## config.mk

```make
export PLATFORM = sky130hd
export DESIGN_NAME = fpnew_issue_ctrl
export DESIGN_NICKNAME = d
export VERILOG_FILES = /design/src/rtl/fpnew_issue_ctrl.sv
export SDC_FILE = /design/constraint.sdc
export NUM_CORES = 1
export LEC_CHECK = 0
export CORE_AREA = 2 2 222 224
export DETAILED_ROUTE_END_ITERATION = 6
export DIE_AREA = 0 0 224 226
export PLACE_DENSITY = 0.64
export SKIP_CTS_REPAIR_TIMING = 1
export SYNTH_ARGS = -nofsm -noshare
export SYNTH_HDL_FRONTEND = slang
export SYNTH_SLANG_ARGS = --single-unit
```

## constraint.sdc

```tcl
create_clock -name clk_i -period 6 [get_ports clk_i]
set_input_delay 0.6 -clock clk_i [delete_from_list [all_inputs] [get_ports clk_i]]
set_output_delay 0.6 -clock clk_i [all_outputs]
set_load 0.02 [all_outputs]
```

## src/rtl/fpnew_issue_ctrl.sv

```systemverilog
// Issue/reorder controller in front of the FPNew FPU: tags each request with a ROB slot,
// collects out-of-order results and hands them back to the core in issue order.
module fpnew_issue_ctrl #(
  parameter int unsigned FLEN      = 64,
  parameter int unsigned TAG_WIDTH = 1
) (
  input  logic                   clk_i,
  input  logic                   rst_ni,
  // core request side
  input  logic                   req_valid_i,
  output logic                   req_ready_o,
  input  logic [3*FLEN-1:0]      req_operands_i,
  input  logic [2:0]             req_rnd_mode_i,
  input  logic [3:0]             req_op_i,
  input  logic                   req_op_mod_i,
  input  logic [2:0]             req_src_fmt_i,
  input  logic [2:0]             req_dst_fmt_i,
  input  logic [1:0]             req_int_fmt_i,
  input  logic                   req_vectorial_i,
  // FPU input handshake
  output logic [3*FLEN-1:0]      fpu_operands_o,
  output logic [2:0]             fpu_rnd_mode_o,
  output logic [3:0]             fpu_op_o,
  output logic                   fpu_op_mod_o,
  output logic [2:0]             fpu_src_fmt_o,
  output logic [2:0]             fpu_dst_fmt_o,
  output logic [1:0]             fpu_int_fmt_o,
  output logic                   fpu_vectorial_op_o,
  output logic [TAG_WIDTH:0]     fpu_tag_o,
  output logic                   fpu_in_valid_o,
  input  logic                   fpu_in_ready_i,
  output logic                   fpu_flush_o,
  // FPU output handshake
  input  logic [FLEN-1:0]        fpu_result_i,
  input  logic [4:0]             fpu_status_i,
  input  logic [TAG_WIDTH:0]     fpu_tag_i,
  input  logic                   fpu_out_valid_i,
  output logic                   fpu_out_ready_o,
  input  logic                   fpu_busy_i,
  // core flush and in-order response
  input  logic                   flush_i,
  output logic                   rsp_valid_o,
  input  logic                   rsp_ready_i,
  output logic [FLEN-1:0]        rsp_result_o,
  output logic [4:0]             rsp_status_o,
  output logic                   busy_o
);

  localparam int unsigned PTR_W = TAG_WIDTH + 1;
  localparam int unsigned DEPTH = 2 ** PTR_W;
  localparam logic [PTR_W:0]   CNT_FULL = (PTR_W + 1)'(DEPTH);
  localparam logic [PTR_W:0]   CNT_ONE  = (PTR_W + 1)'(1);
  localparam logic [PTR_W-1:0] PTR_ONE  = PTR_W'(1);

  localparam logic [0:0] RUN   = 1'b0;
  localparam logic [0:0] DRAIN = 1'b1;

  logic [0:0]       state_q;
  logic [PTR_W-1:0] head_q, tail_q;
  logic [PTR_W:0]   count_q;
  logic [DEPTH-1:0] pending_q, done_q;
  logic [FLEN-1:0]  result_q [DEPTH];
  logic [4:0]       status_q [DEPTH];

  logic running, full, push, pop, complete;

  assign running  = (state_q == RUN);
  assign full     = (count_q == CNT_FULL);

  // Request fields go straight to the FPU; only the handshake is gated.
  assign fpu_operands_o     = req_operands_i;
  assign fpu_rnd_mode_o     = req_rnd_mode_i;
  assign fpu_op_o           = req_op_i;
  assign fpu_op_mod_o       = req_op_mod_i;
  assign fpu_src_fmt_o      = req_src_fmt_i;
  assign fpu_dst_fmt_o      = req_dst_fmt_i;
  assign fpu_int_fmt_o      = req_int_fmt_i;
  assign fpu_vectorial_op_o = req_vectorial_i;
  assign fpu_tag_o          = tail_q;

  assign fpu_in_valid_o  = running & req_valid_i & ~full & ~flush_i;
  assign req_ready_o     = running & fpu_in_ready_i & ~full & ~flush_i;
  assign push            = req_valid_i & req_ready_o;

  // Every issued op already owns a slot, so results are never back-pressured.
  assign fpu_out_ready_o = 1'b1;
  assign fpu_flush_o     = flush_i;
  assign complete        = running & ~flush_i & fpu_out_valid_i & pending_q[fpu_tag_i];

  assign rsp_valid_o  = running & done_q[head_q];
  assign rsp_result_o = result_q[head_q];
  assign rsp_status_o = status_q[head_q];
  assign pop          = rsp_valid_o & rsp_ready_i & ~flush_i;

  assign busy_o = (count_q != '0) | (state_q == DRAIN);

  // NOTE: all sequential state uses non-blocking assignments so every read in this
  // block sees the pre-edge value, regardless of statement order.
  always_ff @(posedge clk_i or negedge rst_ni) begin
    if (!rst_ni) begin
      state_q   <= RUN;
      head_q    <= '0;
      tail_q    <= '0;
      count_q   <= '0;
      pending_q <= '0;
      done_q    <= '0;
    end else if (flush_i) begin
      state_q   <= DRAIN;
      head_q    <= '0;
      tail_q    <= '0;
      count_q   <= '0;
      pending_q <= '0;
      done_q    <= '0;
    end else if (!running) begin
      if (!fpu_busy_i && !fpu_out_valid_i) state_q <= RUN;
    end else begin
      // Slots touched here never collide: a pushed slot is free, a completed slot is
      // pending, and the retired head is done.
      if (pop) begin
        done_q[head_q] <= 1'b0;
        head_q         <= head_q + PTR_ONE;
      end
      if (complete) begin
        pending_q[fpu_tag_i] <= 1'b0;
        done_q[fpu_tag_i]    <= 1'b1;
      end
      if (push) begin
        pending_q[tail_q] <= 1'b1;
        done_q[tail_q]    <= 1'b0;
        tail_q            <= tail_q + PTR_ONE;
      end
      case ({push, pop})
        2'b10:   count_q <= count_q + CNT_ONE;
        2'b01:   count_q <= count_q - CNT_ONE;
        default: count_q <= count_q;
      endcase
    end
  end

  // NOTE: the result/status storage is deliberately not reset; a slot is only read
  // once its done flag is set, and the flags themselves are reset above.
  always_ff @(posedge clk_i) begin
    if (complete) begin
      result_q[fpu_tag_i] <= fpu_result_i;
      status_q[fpu_tag_i] <= fpu_status_i;
    end
  end

  // A live result must always target a slot that is waiting for it.
  a_resp_to_pending : assert property (@(posedge clk_i) disable iff (!rst_ni)
    (running && !flush_i && fpu_out_valid_i) |-> pending_q[fpu_tag_i]);

endmodule

```

### Word level (Yosys, flattened, before mapping)

Memories as Yosys holds them, arrays and structs flattened.
Cells that the tools add are included.

| word-level totals | value |
|---|---|
| register bits | 16 |
| bits in writable memories | 276 |
| bits of input ports | 288 |
| output and inout bits | 286 |
| logic and storage cells | 99 |
| memories kept | 2 |

| cells by class | value |
|---|---|
| add/sub/neg operators | 4 |
| order comparisons | 6 |
| eq/ne operators | 4 |
| multiplexer cells | 39 |
| bitwise logic cells | 25 |
| reduce and logical (&&, ||, !) cells | 13 |

Memory list:

| memory | words | bits a word | rd ports | clocked after Yosys merged registers in | write ports | RTL line | text |
|---|---|---|---|---|---|---|---|
| result_q | 4 | 64 | 1 | 0 | 1 | 62 | `logic [FLEN-1:0] result_q [DEPTH];` |
| status_q | 4 | 5 | 1 | 0 | 1 | 63 | `logic [4:0] status_q [DEPTH];` |

Operators with widths:

| operator | count |
|---|---|
| $mux 4 | 15 |
| $and 1x1->1 | 13 |
| $and 4x4->4 | 3 |
| $mux 2 | 6 |
| $not 4->4 | 3 |
| $mux 1 | 10 |
| $lt 2x3->1 const B | 3 |
| $or 4x4->4 | 2 |
| $demux 1 s2 | 3 |
| $ge 2x1->1 const B | 3 |
| $mux 3 | 2 |
| $pmux 3 s2 | 1 |
| $reduce_and 2->1 | 3 |
| $reduce_bool 3->1 | 2 |
| $add 2x1->2 const B | 2 |
| $bmux 1 s2 | 2 |
| $logic_and 1x1->1 | 4 |
| $reduce_bool 2->1 | 2 |
| $add 3x1->3 const B | 1 |
| $eq 3x3->1 const B | 1 |
| $not 1->1 | 3 |
| $sub 3x1->3 const B | 1 |
| $eq 2x1->1 const B | 1 |
| $eq 2x2->1 const B | 1 |
| other kinds (3) | 4 |

### Depth between registers and ports, before layout

| depth | value |
|---|---|
| depth after elaboration | 17 |
| depth in mapped cells | 8 |
| mapped depth without buffers | 7 |

### Worst setup path after synthesis

No wires, ideal clock.

| path | value |
|---|---|
| path kind | input to register |
| from | input flush_i |
| to | register pending_q[0] |
| library setup time | 220 ps |
| arrival | 3088 ps |
| data required time | 5780 ps |
| setup slack | 2692 ps |
| stages on the path | 4 |
| path buffers | 1 |
| path through | clkbuf_1 nor4b_1 and3b_1 o21ai_0 |

| between the ends | value |
|---|---|
| word-level cells in the longest chain between the ends | 11 |
| elaborated cells on any way between the ends | 14 |
| those cells by class | eq/ne: 1; mux: 6; bitwise: 7 |

RTL lines:

| item | RTL line | text |
|---|---|---|
| start: declaration | 41 | `input logic flush_i,` |
| $not 1->1 | 82, 88 |  |
| $and 1x1->1 (3 in series) | 88 | `assign complete = running & ~flush_i & fpu_out_valid_i & pending_q[fpu_tag_i];` |
| $mux 4 | 123 | `if (complete) begin` |
| $mux 4 | 114 | `end else if (!running) begin` |
| $mux 4 | 107 | `end else if (flush_i) begin` |
| $or 4x4->4 (no source line) | -- |  |
| $mux 4 | 127 | `if (push) begin` |
| $mux 4 | 114 |  |
| $mux 4 | 107 |  |
| end signal: assignment | 105 | `pending_q <= '0;` |
| end signal: assignment | 112 | `pending_q <= '0;` |
| end signal: indexed assignment | 128 | `pending_q[tail_q] <= 1'b1;` |
| end: declaration | 61 | `logic [DEPTH-1:0] pending_q, done_q;` |

Several ways; a longest one is shown, not always the timed one. The select of a mux whose other input is x is not followed.
A chain may end at the register's enable or synchronous reset.

### Worst setup path in the final report

| path | value |
|---|---|
| from | register head_q[0] |
| to | output rsp_result_o[10] |

| between the ends | value |
|---|---|
| word-level cells in the longest chain between the ends | 1 |

RTL lines:

| item | RTL line | text |
|---|---|---|
| start: declaration | 59 | `logic [PTR_W-1:0] head_q, tail_q;` |
| start signal: assignment | 121 | `head_q <= head_q + PTR_ONE;` |
| $mem_v2 4x64 | -- |  |
| end: declaration | 44 | `output logic [FLEN-1:0] rsp_result_o,` |

No other way between the ends.

==> summary.txt <==
Min path
  – Hold WC Path Type: input port to asynchronous set/reset pin

STA
  – RSZ-0062 raised after global routing: false
  – Worst slew pin tran: 1.07 ns
  – Peak Freq: 0.260 GHz
  – Final Cycle Share: 0.641
  – Hold slack: 0.514 ns
  – Fin. Hold Viols: 0
  – Relative slew margins: 0.287
  – Final Skew: 0.0208 ns
  – Max Slew Vio Count: 0
  – Final setup violation count: 0
  – Tmin final: 3.84 ns
  – Setup total negative slack: 0 ns

Critical path
  – Critical setup path kind: register to primary output
  – WP data arrival: 3.24 ns
  – Critical Path Slowest Stage Cell: dfrtp_4
  – Worst Path Required: 5.40 ns
  – Critical Path Max Stage Delay: 1.02 ns
  – Startpoint type of the worst setup path: register
  – Crit-path max FO: 44
  – Crit. End Element: primary output
  – Worst-path cell chain: buf_4, mux4_2, clkdlybuf4s50_1

Clock network
  – Clk_lat worst skew: 0.56 ns
  – Num CTS Buffers: 28
  – Max clock buf depth: 3
  – Clk root buf: clkbuf_16
  – CTS tree: yes
  – CTS Sinks: 292
  – Reg clk slew, reported paths: 0.06 ns
  – CTS H-tree lvls: 1

Layout
  – Core Util, Final: 0.293
  – Non-filler cells, final: 1290
  – Nets: 943
  – Most common cell after layout, fill and taps aside: edfxtp_1
  – Area growth syn-to-layout: 12.7%
  – Share of layout cells above drive strength 1: 0.187
  – Number of diodes: 0
  – Most frequent cells in the layout: edfxtp_1, clkdlybuf4s50_1, mux4_2

Global route
  – First-pass GRT wire length: 59700 µm
  – Largest net degree at the start of global routing: 55
  – Initial antenna violation count: 5
  – Grt total ovfl: 0
  – Vias in the first global route: 6123
  – Total track usage: 0.179

Drt
  – DRT iter0 DRCs: 316
  – Routed WL: 47200 µm
  – Drt pass-1 iters: 4
  – Vias per Instance: 4.54
  – Drt drc: 0
  – Vias post-DR: 5857
  – Wire length per cell: 36.6 µm
  – Routed Antenna Nets: 0

Placed design
  – Dpl cells: 1238
  – DPL Wire Length: 37000 µm
  – Placer's final routability congestion estimate: 0.804
  – I/O Buffers: 154

Yosys
  – Post-synthesis register bit count: 292
  – Post-synth ARST share: 0.0548
  – Avg Cell Area, Syn: 18.3 µm²
  – Sequential area share after synthesis: 0.690
  – Post-synth EDFFs: 276
  – Synth cell types: 41
  – Synth Flop Type: edfxtp_1
  – Number of synthesis warnings: 0
  – Cells after Synth: 687
  – Synth Cell Area: 12600 µm²
  – Post-Syn Nets: 984

Run
  – Max-cap check violation count: 0

Pwr
  – Lkg Pwr: 4.36 nW
  – Sequential fraction of design power: 0.555
  – Comb pwr share: 0.024
  – Clock network power share: 0.421
  – Internal: 3.24 mW
  – Total chip power: 4.02 mW
  – Worst vdd ir: 241 µV
  – Psw: 779 µW
  – PwrDens: 283 nW/µm²
  – Net Sw Frac: 0.194

Die
  – Core area: 48300 µm²
  – Io pins: 574
  – Rows: 81
  – Die width: 224 µm
  – Initial core utilization: 0.260
  – Die Ht: 226 µm
  – DIE AREA: 50600 µm²

Run status
  – Outcome: finished clean
synth_stat cells (5+ instances only):
master	number	area, µm²
buf_2	7	35.0
buf_4	211	1580
clkbuf_1	11	41.3
dfrtp_1	16	400
edfxtp_1	276	8290
ha_1	8	100
inv_1	5	18.8
mux4_2	70	1580
nand2_1	9	33.8
nand2b_1	7	43.8
nand3_1	6	30.0
nor2_1	7	26.3
o21ai_0	7	35.0
critical path, delay by kind of cell (launching register included):
kind / cells / cell delay, ns
buffers and inverters: 2 / 1.04
DFF: 1 / 1.02
muxes: 1 / 0.56
cell type report:
class,instances,area [µm²]
Clock inverter,15,133
Sequential cell,292,8700
Timing Repair Buffer,161,1590
Clock buffer,37,744
Multi-Input combinational cell,158,2210
Inverter,5,18.8
Fill cell,4679,34200
Tap cell,622,778
flip-flops by register name, summed over array words and instances (netlist names):
signal and count:
count_q 3, done_q 4, result_q 256, state_q 1, status_q 20, head_q 2, fpu_tag_o 2, pending_q 4
routing by layer:
layer,part of all wire,up-vias,track usage
met5,0.0035,-,0.0166
met4,0.029,12,0.0520
met3,0.27,88,0.227
met2,0.45,522,0.274
met1,0.24,2896,0.132
li1,-,2339,-
kinds of logic (layout without fill, tap and decap cells):
family,after synthesis,in the layout,synth area share
multiplexers,76,76,0.131
other,1,1,0.000298
flip-flops,292,292,0.690
AND/OR/NAND/NOR,54,54,0.0252
AO/OA/AOI/OAI,17,17,0.00845
adder cells (fa/ha/maj),9,9,0.00955
buffers and inverters,237,218,0.135
XOR/XNOR,1,1,0.000696
power groups by stage:
stage	Sequential, mW	Clock [mW]	Combinational, mW
2_1_floorplan	2.27	0	0.218
3_3_place_gp	2.27	0	0.0912
3_5_place_dp	2.27	0	0.0944
4_1_cts	2.23	1.74	0.0949
5_1_grt	2.23	1.82	0.102
6_report	2.23	1.69	0.0950
path summary, 6_finish.rpt:
kind | startpoint | to | slack [ns] | cells after the start
worst max-delay path | head_q[0] | rsp_result_o[10] | 2.16 | 3
worst min-delay path | rst_ni | pending_q[1] | 0.51 | 1
worst max register to register | head_q[0] | count_q[2] | 2.72 | 7
worst min register to register | done_q[3] | done_q[3] | 0.53 | 2
max in group asynchronous | rst_ni | head_q[0] | 4.91 | 1
min in group clk_i | done_q[3] | done_q[3] | 0.53 | 2
stage by stage:
step	instance area [µm²]	setup slack, ns
floorplan	12600	2.69
global placement	13300	2.27
detailed placement	13300	2.29
CTS	14200	1.99
global route	14200	1.89
finish	14200	2.16
(Power assumes the default switching activity.)
